--- src/rtl/bounce_emulator.sv ---
// Switch-contact bounce emulator: mirrors clean_in onto noisy_out with glitch bursts.
// Optional macro BOUNCE_RANDOM_GAP_EN adds an LFSR-randomised gap between toggles.
module bounce_emulator #(
  parameter int unsigned BOUNCES   = 5,
  parameter int unsigned GAP_MIN   = 500_000,
  parameter int unsigned RAND_W    = 16,
  parameter logic [15:0] LFSR_SEED = 16'hACE1
) (
  input  logic clk,
  input  logic reset,
  input  logic clean_in,
  input  logic bounce_en,
  output logic noisy_out,
  output logic busy,
  output logic done
);

  typedef enum logic [1:0] {
    IDLE,
    BOUNCE,
    SETTLE
  } state_t;

  localparam logic [8:0] TOG_LOAD = 9'(2 * BOUNCES);
  localparam logic       BURST_ON = (BOUNCES > 0);

  generate
    if (BOUNCES > 255 || GAP_MIN < 1 || GAP_MIN > 32'd16777215 ||
        RAND_W < 1 || RAND_W > 16 || LFSR_SEED == '0) begin : g_bad_cfg
      $error("bounce_emulator: parameter out of range");
    end
  endgenerate

  state_t      state, state_n;
  logic        noisy_n;
  logic        target, target_n;
  logic [8:0]  tog_cnt, tog_n;
  logic [24:0] gap_cnt, gap_n;
  logic [24:0] gap_load;

`ifdef BOUNCE_RANDOM_GAP_EN
  logic [15:0] lfsr;
  logic        lfsr_fb;

  // x^16 + x^14 + x^13 + x^11 + 1, free-running
  assign lfsr_fb = lfsr[15] ^ lfsr[13] ^ lfsr[12] ^ lfsr[10];

  always_ff @(posedge clk) begin
    if (reset) lfsr <= LFSR_SEED;
    else       lfsr <= {lfsr[14:0], lfsr_fb};
  end

  assign gap_load = 25'(GAP_MIN) + 25'(lfsr[RAND_W-1:0]);
`else
  assign gap_load = 25'(GAP_MIN);
`endif

  always_ff @(posedge clk) begin
    if (reset) begin
      state     <= IDLE;
      noisy_out <= 1'b0;
      target    <= 1'b0;
      tog_cnt   <= '0;
      gap_cnt   <= '0;
    end else begin
      state     <= state_n;
      noisy_out <= noisy_n;
      target    <= target_n;
      tog_cnt   <= tog_n;
      gap_cnt   <= gap_n;
    end
  end

  always_comb begin
    state_n  = state;
    noisy_n  = noisy_out;
    target_n = target;
    tog_n    = tog_cnt;
    gap_n    = gap_cnt;
    busy     = 1'b0;
    done     = 1'b0;
    unique case (state)
      IDLE: begin
        if (clean_in != noisy_out) begin
          noisy_n  = clean_in;
          target_n = clean_in;
          if (bounce_en && BURST_ON) begin
            tog_n   = TOG_LOAD;
            gap_n   = gap_load;
            state_n = BOUNCE;
          end
        end
      end
      BOUNCE: begin
        busy = 1'b1;
        if (tog_cnt == '0) begin
          state_n = SETTLE;
        end else if (gap_cnt == 25'd1) begin
          noisy_n = ~noisy_out;
          tog_n   = tog_cnt - 9'd1;
          gap_n   = gap_load;
        end else begin
          gap_n = gap_cnt - 25'd1;
        end
      end
      SETTLE: begin
        // even toggle count already left noisy_out at target
        done    = 1'b1;
        noisy_n = target;
        state_n = IDLE;
      end
      default: state_n = IDLE;
    endcase
  end

endmodule

--- config.mk ---
export PLATFORM = sky130hd
export DESIGN_NAME = bounce_emulator
export DESIGN_NICKNAME = d
export VERILOG_FILES = /design/src/rtl/bounce_emulator.sv
export SDC_FILE = /design/constraint.sdc
export NUM_CORES = 1
export LEC_CHECK = 0
export CORE_UTILIZATION = 56
export DETAILED_ROUTE_END_ITERATION = 8
export DONT_BUFFER_PORTS = 1
export GPL_ROUTABILITY_DRIVEN = 0
export PLACE_DENSITY = 0.74
export SLEW_MARGIN = 15
export SYNTH_ARGS = -nofsm -noshare
export SYNTH_HDL_FRONTEND = slang
export SYNTH_SLANG_ARGS = --single-unit
--- constraint.sdc ---
create_clock -name clk -period 2.35 [get_ports clk]
set_input_delay 0 -clock clk [delete_from_list [all_inputs] [get_ports clk]]
set_output_delay 0 -clock clk [all_outputs]
set_load 0.1 [all_outputs]
==> flow_summary.rst, run 1 <==
.. list-table::
   :header-rows: 1

   * - Metric
     - Value
   * - Width of the die
     - between 60 and 70 µm
   * - Antenna violations before repair
     - 0
   * - Clock-pin slew of the registers on the worst-case setup and hold paths
     - 0.08 ns
   * - Final std cell area, no fill
     - 2570 µm²
   * - Total global routing overflow
     - 0
   * - Portion of the post-synthesis area used by sequential elements
     - 0.368
   * - Maxcap violations
     - 0
   * - Unique cell type count in the Yosys netlist
     - 44
   * - Worst relative slew slack
     - 0.679
   * - Skew-Pair Late Insertion Delay
     - 0.29 ns
   * - Total clock buffers created by CTS
     - 5
   * - Hold Violations, Final
     - 12
   * - Boundary pin count
     - 7
   * - Placement row count
     - 21
   * - Largest cells by area after synthesis
     - sky130_fd_sc_hd__dfxtp_1, sky130_fd_sc_hd__a21oi_1, sky130_fd_sc_hd__nor2_1, sky130_fd_sc_hd__xor2_1, sky130_fd_sc_hd__ha_1
   * - Number of nets with antenna violations after routing
     - 0
   * - Post-synth net total
     - roughly 260
   * - Post-route worst hold slack
     - -0.233 ns
   * - Global-route wire length before repair
     - about 8.3 mm
   * - Average detailed-routed wire length per instance
     - 15.3 µm
   * - Hold Crit Start
     - reset
   * - Largest incremental delay on the critical path
     - 0.52 ns
   * - Buffer and inverter count on the worst path
     - 0
   * - CTS tree
     - yes
   * - RSZ-0062 raised after global routing
     - yes
   * - Area growth from synthesis to layout
     - 24.3%
   * - Vert. Die Dim
     - around 63 µm
   * - Number of clock sinks
     - 38
   * - DRC violations left
     - 0
   * - Cell Count Post-Placement
     - 308
   * - Layout Cells excl Fill
     - 322
   * - Async set or reset register ratio after synthesis
     - 0
   * - FF-to-FF Start
     - gap_cnt[14]
   * - Worst hold stages
     - 1
   * - Largest driver fanout on the critical path
     - 7
   * - Fraction of layout cells with a size suffix above 1
     - 0.225
   * - Top delay family on crit path
     - simple AND/OR/NAND/NOR gates
   * - Worst Reg-to-Reg Cells
     - 5
   * - Period utilization
     - 0.999
   * - Cell with the largest stage delay on the worst path
     - sky130_fd_sc_hd__or4_4
   * - Endpoint of the worst hold-timing path
     - gap_cnt[18]
   * - Post-detailed-placement half-perimeter wirelength
     - 3.28 mm
   * - Clock root buffer master
     - sky130_fd_sc_hd__clkbuf_8
   * - Hold buffers post-CTS
     - 3
   * - Min cycle time layout
     - 2.35 ns
   * - Result of the run
     - complete, but fails checks
   * - Number of global-route vias before repair
     - about 1.9k
   * - Cell area after technology mapping
     - a little over 2000 µm²
   * - Worst-case clock buffer depth
     - 2
   * - Worst r2r dst
     - tog_cnt[2]
   * - Mean post-synth cell area
     - 8.24 µm²
   * - Final core utilization
     - 0.747
   * - Syn Inst Count
     - 251
   * - Count of vias placed by the detailed router
     - slightly below 2k
   * - Cell type with the highest aggregate area in the netlist
     - sky130_fd_sc_hd__dfxtp_1
   * - Required arrival time at the worst endpoint
     - 2.58 ns
   * - Post-synth top area share
     - 0.368
   * - Primary flip-flop cell chosen by synthesis mapping
     - sky130_fd_sc_hd__dfxtp_1
   * - Die footprint
     - 3940 µm²
   * - Antenna diode count
     - 0
   * - WL final
     - 4.94 mm
   * - Maximum level of the CTS H-tree
     - 2
   * - Initial DRC count
     - 80
   * - Critical path start-end classification
     - flop to flop
   * - Number of search-and-repair iterations in the first detailed-routing pass
     - 4
   * - Most common cell after layout, fill and taps aside
     - sky130_fd_sc_hd__dfxtp_1
   * - Post-synthesis register bit count
     - 38
   * - Arr. time, crit path
     - 2.58 ns
   * - Commonest cells after routing, fill and taps aside
     - sky130_fd_sc_hd__dfxtp_1, sky130_fd_sc_hd__nor2_1, sky130_fd_sc_hd__buf_4, sky130_fd_sc_hd__a21oi_1, sky130_fd_sc_hd__inv_1
   * - Port-buffer cells
     - 0
   * - Standard cell core area
     - 3440 µm²
   * - Number of pins with negative max-slew slack in the final report
     - 0
   * - Element type at the critical path end
     - flop
   * - Net total in the final layout
     - roughly 290
   * - Max frequency
     - 0.426 GHz
   * - Maximum number of pins on one net before global-route repair
     - 18
   * - HP Class
     - primary input to flop
   * - Setup violators final
     - 0
   * - Post-placement cell area
     - 2290 µm²
   * - Number of enable-type register cells in the synthesized netlist
     - 0
   * - Register-to-register setup slack
     - 0.003 ns
   * - Final clock skew
     - 0.00439 ns
   * - Number of synthesis warnings
     - 0
   * - Violated checks
     - negative hold slack
   * - Total routing resource utilization after global routing
     - 0.267
   * - Transition time at the pin with the least slew margin
     - ~0.48 ns
   * - Vias per inst
     - 6.03
   * - Effective utilization at floorplan
     - 0.601
   * - Worst path cell trace
     - or4_4 -> or3_4 -> o41a_1 -> or4_1 -> a21oi_2
   * - Critical path startpoint category
     - flop
[timing repair]
item	in CTS	in global routing
pin swaps	1	7
hold endpoints to repair	17	12
gates cloned	0	0
endpoints found under the setup margin	4	32
buffers inserted	2	2
resized for setup	1	21
[through the flow]
step	setup slack, ns	hold slack, ns	TNS (ns)
6_report	0.00256	-0.233	0
5_1_grt	-0.0672	-0.244	-0.866
4_1_cts	0.0132	-0.240	0
3_5_place_dp	-0.0585	0.0746	-0.129
3_3_place_gp	-0.000115	0.0726	-0.000115
2_1_floorplan	-0.0450	0.229	-0.150
[how the worst max path moves through the flow]
stage	start	end	slack [ns]	depth (start not counted)
6_report	gap_cnt[14]	tog_cnt[2]	0.003	5
5_1_grt	gap_cnt[14]	tog_cnt[2]	-0.07	5
4_1_cts	tog_cnt[4]	gap_cnt[8]	0.01	6
3_5_place_dp	gap_cnt[14]	tog_cnt[4]	-0.06	6
3_3_place_gp	gap_cnt[14]	tog_cnt[4]	-0.0001	6
2_1_floorplan	state[1]	tog_cnt[5]	-0.04	9
[state kept, by name, indices dropped and copies added, names as in the netlist]
register and flops:
gap_cnt 25, tog_cnt 9, state 2, noisy_out 1
target 1
[cells by family after synthesis]
family	share of synthesized area
adder cells (fa/ha/maj)	0.0423
AO/OA/AOI/OAI	0.180
AND/OR/NAND/NOR	0.291
flip-flops	0.368
XOR/XNOR	0.0635
buffers and inverters	0.0556
[synth_stat cells, types with 5 or more instances]
library cell                n
sky130_fd_sc_hd__o21ai_0    9
sky130_fd_sc_hd__ha_1       7
sky130_fd_sc_hd__nor3_1    10
sky130_fd_sc_hd__dfxtp_1   38
sky130_fd_sc_hd__or4_1      8
sky130_fd_sc_hd__o31ai_1    9
sky130_fd_sc_hd__or2_2      5
sky130_fd_sc_hd__nand4_1    7
sky130_fd_sc_hd__nor2_1    27
sky130_fd_sc_hd__nor4_1     7
sky130_fd_sc_hd__inv_1     14
sky130_fd_sc_hd__nand2_1   11
sky130_fd_sc_hd__or3_1     10
sky130_fd_sc_hd__clkbuf_1   8
sky130_fd_sc_hd__nand3_1    5
sky130_fd_sc_hd__xor2_1    11
sky130_fd_sc_hd__a21oi_1   22
[worst reg2reg max path: stages, from the launching register on]
cell and delay, ns:
sky130_fd_sc_hd__dfxtp_2 0.32, sky130_fd_sc_hd__or4_4 0.52, sky130_fd_sc_hd__or3_4 0.34, sky130_fd_sc_hd__o41a_1 0.50, sky130_fd_sc_hd__or4_1 0.47, sky130_fd_sc_hd__a21oi_2 0.14
[layer usage]
layer  share of wire  vias to the layer above  wire length [µm]  global-route usage
met4           0.012                        0                61               0.105
met2            0.46                       53              2290               0.425
met1            0.47                      910              2320               0.349
met5               0                        -                 0                   0
li1                -                      973                 -                   -
met3           0.053                        5               262              0.0602
[final cells by class]
| type | instances | area, µm² |
|---|---|---|
| sequential | 38 | 763 |
| clock buffer | 6 | 82.6 |
| tap | 46 | 57.6 |
| clock inverter | 2 | 60.1 |
| fill | 249 | 870 |
| timing repair buffer | 30 | 265 |
| inverter | 14 | 52.6 |
| multi-input combinational | 186 | 1290 |
Power of run 1 is left out: the tool's default activity adds up to more than one toggle a clock period on the data nets, which glitch-free logic cannot reach.
==> run 2, diff against run 1 <==
--- a/config.mk
+++ b/config.mk
@@ -5,11 +5,13 @@
 export SDC_FILE = /design/constraint.sdc
 export NUM_CORES = 1
 export LEC_CHECK = 0
-export CORE_UTILIZATION = 56
+export ABC_AREA = 1
+export CORE_UTILIZATION = 57
 export DETAILED_ROUTE_END_ITERATION = 8
 export DONT_BUFFER_PORTS = 1
 export GPL_ROUTABILITY_DRIVEN = 0
-export PLACE_DENSITY = 0.74
+export GPL_TIMING_DRIVEN = 0
+export PLACE_DENSITY = 0.75
 export SLEW_MARGIN = 15
 export SYNTH_ARGS = -nofsm -noshare
 export SYNTH_HDL_FRONTEND = slang
==> flow_summary.rst, run 2 <==
.. list-table::
   :header-rows: 1

   * - Metric
     - Value
   * - Result of the run
     - complete, no violations
   * - Transition time at the pin with the least slew margin
     - 0.988 ns
   * - Biggest registers after layout
     - gap_cnt: 25 flops, tog_cnt: 9 flops, state: 2 flops
   * - Buffer and inverter count on the worst path
     - 3
   * - Post-synth top cells
     - sky130_fd_sc_hd__nand2_1, sky130_fd_sc_hd__nor2_1, sky130_fd_sc_hd__inv_1
   * - Largest cells by area after synthesis
     - sky130_fd_sc_hd__dfxtp_1, sky130_fd_sc_hd__nand2_1, sky130_fd_sc_hd__nor2_1, sky130_fd_sc_hd__inv_1, sky130_fd_sc_hd__nand3_1
   * - Async set or reset register ratio after synthesis
     - 0
   * - Number of global-route vias before repair
     - roughly 2k
   * - Most common cell after layout, fill and taps aside
     - sky130_fd_sc_hd__nand2_1
   * - Critical path start-end classification
     - flop to flop
   * - Total clock buffers created by CTS
     - 5
   * - Overall power
     - 4.14 mW
   * - Period utilization
     - 0.908
   * - Number of enable-type register cells in the synthesized netlist
     - 0
   * - Area taken by multi-input logic gates
     - 1430 µm²
   * - Number of search-and-repair iterations in the first detailed-routing pass
     - 4
   * - Setup violators final
     - 0
   * - Worst-case clock buffer depth
     - 2
   * - Register with the most flip-flops
     - gap_cnt
   * - Placement row count
     - 23
   * - Maxcap violations
     - 0
   * - Setup TNS
     - 0 ns
   * - Area growth from synthesis to layout
     - 7.74%
   * - Cell area after technology mapping
     - roughly 2400 µm²
   * - Most repeated cell in the gate-level netlist after synthesis
     - sky130_fd_sc_hd__nand2_1
   * - Worst relative slew slack
     - 0.342
   * - Net total in the final layout
     - between 300 and 400
   * - Top delay family on crit path
     - buffers and inverters
   * - Clock root buffer master
     - sky130_fd_sc_hd__clkbuf_8
   * - Die footprint
     - 4520 µm²
   * - Multiplexer fraction of the synthesized cell area
     - 0
   * - Post-synth net total
     - 383
   * - Area taken by flip-flops and latches
     - 762 µm²
   * - Number of flip-flops in the largest register
     - 25
   * - Area share of and/or/nand/nor cells after synthesis
     - 0.451
   * - Number of fill cells
     - 390
   * - DRC violations left
     - 0
   * - Pwr dens
     - 1590 nW/µm²
   * - Antenna violations before repair
     - 0
   * - WL final
     - between 5 and 6 mm
   * - Cell with the largest stage delay on the worst path
     - sky130_fd_sc_hd__clkbuf_1
   * - Required arrival time at the worst endpoint
     - ~2.5 ns
   * - Standard cell core area
     - 4030 µm²
   * - Standby leakage power
     - 1.20 nW
   * - Critical path startpoint category
     - flop
   * - Worst Reg-to-Reg Cells
     - 9
   * - Area share of xor/xnor cells in the synthesized design
     - 0.0289
   * - Post-detailed-placement half-perimeter wirelength
     - between 3 and 4 mm
   * - Register-to-register setup slack
     - 0.22 ns
   * - Port-buffer cells
     - 0
   * - Unique cell type count in the Yosys netlist
     - 30
   * - Number of nets with antenna violations after routing
     - 0
   * - Count of vias placed by the detailed router
     - 2,218
   * - CTS tree
     - yes
   * - Antenna diode count
     - 0
   * - FF-to-FF Start
     - state[1]
   * - Worst hold stages
     - 4
   * - Main combinational cell family by area after synthesis
     - simple AND/OR/NAND/NOR gates
   * - Initial DRC count
     - 132
   * - Number of clock sinks
     - 38
   * - Portion of the post-synthesis area used by sequential elements
     - 0.314
   * - Number of synthesis warnings
     - 0
   * - Final core utilization
     - 0.648
   * - Min cycle time layout
     - 2.13 ns
   * - Endpoint of the worst hold-timing path
     - state[1]
   * - Syn Inst Count
     - ~370
   * - Largest driver fanout on the critical path
     - 10
   * - Total global routing overflow
     - 0
   * - Average detailed-routed wire length per instance
     - 11.8 µm
   * - Boundary pin count
     - 7
   * - Maximum level of the CTS H-tree
     - 2
   * - Total routing resource utilization after global routing
     - 0.261
   * - Global-route wire length before repair
     - slightly below 9 mm
   * - Mean post-synth cell area
     - 6.51 µm²
   * - Post-synth top area share
     - 0.314
   * - Share of synthesized cell area in full adder, half adder and majority cells
     - 0.0361
   * - Vias per inst
     - a little over 5
   * - Primary flip-flop cell chosen by synthesis mapping
     - sky130_fd_sc_hd__dfxtp_1
   * - Hold Violations, Final
     - 0
   * - Width of the die
     - 67.2 µm
   * - Fraction of layout cells with a size suffix above 1
     - 0.139
   * - Worst path cell trace
     - inv_1 -> ha_4 -> clkbuf_1 -> nand3_1 -> nand2_1 -> buf_2 -> o21ai_0 -> nand2_2 -> nor2_2
   * - HP Class
     - primary input to flop
   * - Hold Crit Start
     - bounce_en
   * - Skew-Pair Late Insertion Delay
     - between 0.2 and 0.3 ns
   * - Vert. Die Dim
     - between 60 and 70 µm
   * - Final clock skew
     - 0.00745 ns
   * - Max frequency
     - 0.469 GHz
   * - Maximum number of pins on one net before global-route repair
     - 12
   * - Effective utilization at floorplan
     - 0.602
   * - Post-synthesis register bit count
     - 38
   * - Number of pins with negative max-slew slack in the final report
     - 0
   * - Largest incremental delay on the critical path
     - 0.43 ns
   * - Worst r2r dst
     - gap_cnt[2]
   * - Element type at the critical path end
     - flop
   * - Arr. time, crit path
     - 2.33 ns
   * - Synthesized-area fraction occupied by ao, oa, aoi and oai cells
     - 0.0707
   * - Clock-pin slew of the registers on the worst-case setup and hold paths
     - 0.08 ns
   * - RSZ-0062 raised after global routing
     - no
   * - Commonest cells after routing, fill and taps aside
     - sky130_fd_sc_hd__nand2_1, sky130_fd_sc_hd__nor2_1, sky130_fd_sc_hd__inv_1, sky130_fd_sc_hd__dfxtp_1, sky130_fd_sc_hd__nand3_1
   * - Cell type with the highest aggregate area in the netlist
     - sky130_fd_sc_hd__dfxtp_1
   * - VDD IR-drop max
     - between 0.9 and 1 mV
[run 2: worst min-delay path: stages]
cell and delay, ns:
sky130_fd_sc_hd__nand3_2 0.07, sky130_fd_sc_hd__nand2_2 0.07, sky130_fd_sc_hd__nand2_1 0.07, sky130_fd_sc_hd__a21oi_1 0.06
[run 2: layer usage]
layer,wire [µm],vias up,global-route usage
met5,0,-,0
met4,58,0,0.0718
met3,189,7,0.0608
met2,2250,31,0.411
met1,2610,1002,0.355
li1,-,1178,-
[run 2: area by class of cell]
| cell class | count | share of cell area |
|---|---|---|
| plain buffers | 7 | 0.0254 |
| clock buffers | 7 | 0.0331 |
| clock inverters | 1 | 0.00192 |
| inverters | 46 | 0.0671 |
| multi-input cells | 281 | 0.549 |
| flip-flops and latches | 38 | 0.292 |
| well taps | 50 | 0.0240 |
| repair buffers | 2 | 0.00767 |
[run 2: how the worst max path moves through the flow]
stage	startpoint	endpoint	cells past startpoint
after floorplan	noisy_out	gap_cnt[9]	12
after global placement	noisy_out	gap_cnt[9]	12
after detailed placement	noisy_out	gap_cnt[6]	12
after CTS	state[1]	gap_cnt[14]	11
after global routing	state[1]	gap_cnt[2]	9
final	state[1]	gap_cnt[2]	9
[run 2: kinds of logic after synthesis]
group / after synthesis
buf+inv: 53
fa+ha+maj: 7
simple gates: 233
xor+xnor: 8
flops: 38
compound gates: 33
[run 2: power breakdown]
group / internal (mW) / switching, mW / total, mW
Combinational: 0.882 / 1.73 / 2.62
Clock: 0.237 / 0.240 / 0.477
Sequential: 0.835 / 0.216 / 1.05
[run 2: what timing repair did]
action,4_1_cts,5_1_grt
endpoints found under the hold margin,5,0
pin swaps,0,0
gates resized for setup,1,1
buffers inserted,0,0
endpoints found under the setup margin,10,20
hold buffers,2,0
[run 2: per-stage QoR]
stage               setup slack, ns  hold WS, ns  std cells  area, µm²
finish                        0.216       0.0136        432       2610
global route                 0.0569       0.0230        432       2610
CTS                          0.0175       0.0103        432       2600
detailed placement          -0.0419       0.0729        422       2490
global placement            -0.0209       0.0706        422       2490
floorplan                     0.190       0.0691        372       2430
Note: power is estimated with default switching activity, not from simulation.
